**src/rtl/sha256_round_initiator.sv**
```systemverilog
// Register-bus initiator for one SHA-256 round job: writes A..H, W and K into the
// responder window, waits SETTLE idle cycles, reads back the new A..H and returns it.
module sha256_round_initiator #(
  parameter logic [15:0] BASE_ADDR = 16'h4000,
  parameter int unsigned SETTLE    = 2
) (
  input  logic         ACLK,
  input  logic         ARST,
  input  logic         job_valid,
  output logic         job_ready,
  input  logic [255:0] job_state,
  input  logic [31:0]  job_w,
  input  logic [31:0]  job_k,
  output logic         res_valid,
  input  logic         res_ready,
  output logic [255:0] res_state,
  output logic         busy,
  output logic [15:0]  WRADDR,
  output logic [3:0]   BYTEEN,
  output logic         WREN,
  output logic [31:0]  WDATA,
  output logic [15:0]  RDADDR,
  output logic         RDEN,
  input  logic [31:0]  RDATA,
  output logic [2:0]   dbg_state
);

  // Handshakes: a transfer happens on a rising ACLK edge where valid and ready are
  // both high; valid never depends on ready, and payload is held stable while valid.

  typedef enum logic [2:0] {
    S_IDLE, S_WRITE, S_SETTLE, S_READ, S_DRAIN, S_DONE
  } state_t;

  localparam logic [3:0] SETTLE_LAST = (SETTLE == 0) ? 4'd0 : 4'(SETTLE - 1);

  state_t       state;
  logic [3:0]   beat;
  logic [3:0]   beat_nx;
  logic [2:0]   cap_idx;
  logic [255:0] st_q;
  logic [31:0]  w_q;
  logic [31:0]  k_q;

  assign beat_nx   = beat + 4'd1;
  // RDATA seen during a beat belongs to the previous read beat; beat 0 of DRAIN maps to word 7.
  assign cap_idx   = beat[2:0] - 3'd1;
  assign dbg_state = state;

  function automatic logic [15:0] wr_addr(input logic [3:0] b);
    case (b)
      4'd8:    return BASE_ADDR + 16'h0044;
      4'd9:    return BASE_ADDR + 16'h0048;
      default: return BASE_ADDR + {10'd0, b, 2'b00};
    endcase
  endfunction

  function automatic logic [31:0] wr_data(input logic [3:0] b, input logic [255:0] s,
                                          input logic [31:0] w, input logic [31:0] k);
    case (b)
      4'd8:    return w;
      4'd9:    return k;
      default: return s[{~b[2:0], 5'd0} +: 32];
    endcase
  endfunction

  function automatic logic [15:0] rd_addr(input logic [2:0] b);
    return BASE_ADDR + 16'h0020 + {11'd0, b, 2'b00};
  endfunction

  always_ff @(posedge ACLK) begin
    if (ARST) begin
      state     <= S_IDLE;
      beat      <= 4'd0;
      st_q      <= '0;
      w_q       <= '0;
      k_q       <= '0;
      job_ready <= 1'b0;
      res_valid <= 1'b0;
      res_state <= '0;
      busy      <= 1'b0;
      WREN      <= 1'b0;
      RDEN      <= 1'b0;
      BYTEEN    <= 4'h0;
      WRADDR    <= '0;
      RDADDR    <= '0;
      WDATA     <= '0;
    end else begin
      WREN   <= 1'b0;
      RDEN   <= 1'b0;
      BYTEEN <= 4'h0;
      WRADDR <= '0;
      RDADDR <= '0;
      WDATA  <= '0;
      case (state)
        S_IDLE: begin
          job_ready <= 1'b1;
          if (job_valid && job_ready) begin
            st_q      <= job_state;
            w_q       <= job_w;
            k_q       <= job_k;
            job_ready <= 1'b0;
            busy      <= 1'b1;
            beat      <= 4'd0;
            state     <= S_WRITE;
            WREN      <= 1'b1;
            BYTEEN    <= 4'hF;
            WRADDR    <= wr_addr(4'd0);
            WDATA     <= wr_data(4'd0, job_state, job_w, job_k);
          end
        end
        S_WRITE: begin
          if (beat == 4'd9) begin
            beat <= 4'd0;
            if (SETTLE == 0) begin
              state  <= S_READ;
              RDEN   <= 1'b1;
              RDADDR <= rd_addr(3'd0);
            end else begin
              state <= S_SETTLE;
            end
          end else begin
            beat   <= beat_nx;
            WREN   <= 1'b1;
            BYTEEN <= 4'hF;
            WRADDR <= wr_addr(beat_nx);
            WDATA  <= wr_data(beat_nx, st_q, w_q, k_q);
          end
        end
        S_SETTLE: begin
          if (beat == SETTLE_LAST) begin
            beat   <= 4'd0;
            state  <= S_READ;
            RDEN   <= 1'b1;
            RDADDR <= rd_addr(3'd0);
          end else begin
            beat <= beat_nx;
          end
        end
        S_READ: begin
          if (beat != 4'd0) res_state[{~cap_idx, 5'd0} +: 32] <= RDATA;
          if (beat == 4'd7) begin
            beat  <= 4'd0;
            state <= S_DRAIN;
          end else begin
            beat   <= beat_nx;
            RDEN   <= 1'b1;
            RDADDR <= rd_addr(beat_nx[2:0]);
          end
        end
        S_DRAIN: begin
          res_state[{~cap_idx, 5'd0} +: 32] <= RDATA;
          res_valid <= 1'b1;
          state     <= S_DONE;
        end
        S_DONE: begin
          if (res_ready) begin
            res_valid <= 1'b0;
            busy      <= 1'b0;
            job_ready <= 1'b1;
            state     <= S_IDLE;
          end
        end
        default: state <= S_IDLE;
      endcase
    end
  end

endmodule

```
**config.mk**
```make
export PLATFORM = sky130hd
export DESIGN_NAME = sha256_round_initiator
export DESIGN_NICKNAME = d
export VERILOG_FILES = /design/src/rtl/sha256_round_initiator.sv
export SDC_FILE = /design/constraint.sdc
export NUM_CORES = 1
export LEC_CHECK = 0
export BUFFER_PORTS_ARGS = -buffer_cell sky130_fd_sc_hd__buf_2
export CORE_AREA = 2 2 269 271
export CTS_CLUSTER_SIZE = 40
export DETAILED_ROUTE_END_ITERATION = 16
export DIE_AREA = 0 0 271 273
export SETUP_SLACK_MARGIN = 0.3
export SYNTH_ARGS = -nofsm -noshare
export SYNTH_HDL_FRONTEND = slang
export SYNTH_SLANG_ARGS = --single-unit
```
**constraint.sdc**
```tcl
create_clock -name ACLK -period 5.5 [get_ports ACLK]
set_input_delay 0.825 -clock ACLK [delete_from_list [all_inputs] [get_ports ACLK]]
set_output_delay 0.825 -clock ACLK [all_outputs]
set_load 0.01 [all_outputs]
```
==> reports/results.ini <==
[outcome]
status=finished, final reports clean

[hold_path]
min-delay-start=job_k[29]
hold_class=input port to flip-flop
hold_depth=3
min_to=k_q[29]

[logic_synthesis]
synthArstFlopShare_pct=0
synth_flop_cell=dfxtp_1
ys_seq_area_share_pct=49.1
synth_common_cells=872 x nand2_1, 628 x dfxtp_1, 456 x a21oi_1
synthTopCellsByArea=dfxtp_1 49%, nand2_1 13%, a21oi_1 8.9%
syn_avg_cell_area_um2=8.27
yosysWarnings=0
synth_most_common_cell=nand2_1
ys_types=50
synth_enable_flop_cells=0
synth_top_area_share_pct=49.1
ys_seq_elements=628
netlist_area_um2=25600
yosysTopAreaCell=dfxtp_1
synthCells=3095

[setup_path]
crit_slowest_cell=ha_1
cp.required_ns=6.02
r2r_end=res_state[53]
cp.arrival_ns=3.91
reg2reg_slack_ns=2.11
end_kind=flip-flop
path_max_fanout=64
crit_type=flip-flop to flip-flop
start_kind=flip-flop
worst_r2r_path_depth=9
path_cells=inv_1, ha_1, ha_1, inv_1, ha_1, nor4bb_4, buf_4, nand3_1, o21ai_0
cp-startpoint=beat[1]
crit_path_frequent_cell=ha_1
r2r_start=beat[1]
cp_slowest_stage_delay_ns=0.58

[drt]
drtPass1Iterations=6
routed_wl_um=96200
vias=23700
drt_iter0_drc=1666
ant_nets=0
drc=0
via_per_inst=5.17
post_drt_wl_per_cell_um=21.0

[global_route]
grt_pass1_vias=22300
grt_overflow=0
antenna_found_initial=33
grt_pass1_wl_um=141000
grt_use_total_pct=24.8
grt_max_degree=225

[sta]
hold_viol=0
fmax_mhz=295
rsz0062_at_grt=false
finalSetupViolations=0
final.period_utilization_pct=61.6
max-slew-margin-rel_pct=23.6
timing.final.ws_setup_ns=2.11
fin_tns_setup_ns=0
fin_crit_ns=3.39
tightestPinTransition_ns=1.15
skew_ns=0.0466
report.final.slew_viol_count=0

[floorplan]
die_h_um=273
core_um2=71000
die_width_um=271
io_pins=688
die_area_um2=74000
start_util_pct=36.1
placementRows=98

[clock_network]
cts_resized=0
clock_latency_ns=0.63
cts_tree=built
clockBufferDepth=3
cts_root_buf=clkbuf_16
htreeDepth=3
cts_buffers=71
clk_pin_slew_worst_paths_ns=0.06
cts_setup_buffers=0
hold_buffers=0
clock-sinks=628

[layout]
drive_gt1_share_pct=25.1
nNetsFinal=3935
synthToLayoutAreaGrowth_pct=23.7

[place]
hpwl_um=67100
gp_congestion=0.879
dpl_worst_slack_ns=2.03
portBuffers=666

[power_and_ir_drop]
leakage_uw=0.0124
power_density_nw_per_um2=417
vdd_drop_max_mv=0.415

[job]
drv_cap=0

==> placed cells by master (no fill, tap or decap), types with 4 or more instances in the layout <==
| cell | instances |
|---|---|
| a211oi_1 | 5 |
| a21oi_1 | 456 |
| a221oi_1 | 62 |
| buf_12 | 4 |
| buf_2 | 665 |
| buf_4 | 40 |
| bufinv_16 | 5 |
| clkbuf_1 | 11 |
| clkbuf_16 | 71 |
| clkbuf_8 | 14 |
| clkinv_2 | 10 |
| conb_1 | 21 |
| dfxtp_1 | 627 |
| diode_2 | 10 |
| ha_1 | 8 |
| inv_1 | 7 |
| mux4_2 | 64 |
| nand2_1 | 872 |
| nand2b_1 | 196 |
| nand3_1 | 195 |
| nor2_1 | 11 |
| nor2b_1 | 5 |
| nor3_1 | 7 |
| nor4bb_4 | 4 |
| o21ai_0 | 105 |
| o21ai_1 | 93 |
| or3_1 | 5 |
==> cell type report <==
class	count	area [um2]
antenna	10	25.0
sequential	628	12600
inverter	7	26.3
timing repair buffer	710	3720
multi-input combinational	2152	11700
clock buffer	96	2010
fill	7288	39300
tap	950	1190
clock inverter	26	384
==> cells by family after synthesis <==
kind of cell / count (synthesis) / share of synthesized area, %
simple gates: 1314 / 22.9
compound gates: 739 / 15.7
flops: 628 / 49.1
buf+inv: 335 / 6.05
mux: 64 / 5.63
fa+ha+maj: 9 / 0.440
xor+xnor: 5 / 0.171
other cells: 1 / 0.0146
==> through the flow <==
stage                     cells  hold slack (ns)  total power, uW  instance area [um2]  utilization, %
after floorplan            3115            0.433             7430                25700               -
after global placement     4447            0.439             8460                29200            41.2
after detailed placement   4447            0.444             8490                29200            41.2
after CTS                  4569            0.393            13400                31600            44.6
after global routing       4570            0.413            13800                31600            44.6
final                      4579            0.431            13200                31700            44.6
==> how the worst max path moves through the flow <==
stage,end,slack (ns),cells past startpoint
6_report,res_state[53],2.11,9
5_1_grt,res_state[48],1.82,9
3_5_place_dp,WDATA[11],2.03,7
4_1_cts,res_state[15],2.07,9
3_3_place_gp,WDATA[21],2.13,7
2_1_floorplan,res_state[145],2.23,13
==> worst max-delay path, delay by kind of cell (launching register included) <==
kind            cells  cell delay, ns
fa+ha+maj           3            1.29
buf+inv             3            0.83
flops               1            0.51
simple gates        2            0.51
compound gates      1            0.12
==> metal layers <==
layer  wire (um)  global-route usage [%]
met5         254                       0
met4        2980                    8.53
met3        8130                    7.12
met2       47500                    43.1
met1       37400                    29.3
==> report_power, final <==
group	total, uW	internal (uW)	leakage [uW]	switching, uW
Clock	4860	2830	0.00117	2030
Combinational	3100	1100	0.00611	2000
Sequential	5240	4980	0.00509	263
==> registers in the layout (all words and copies together) (netlist names) <==
signal	flops
BYTEEN	1
RDADDR	4
WDATA	32
WRADDR	5
beat	4
busy	1
dbg_state	3
job_ready	1
k_q	32
res_state	256
res_valid	1
st_q	256
w_q	32
No activity file was read; power rests on OpenSTA's default activity.
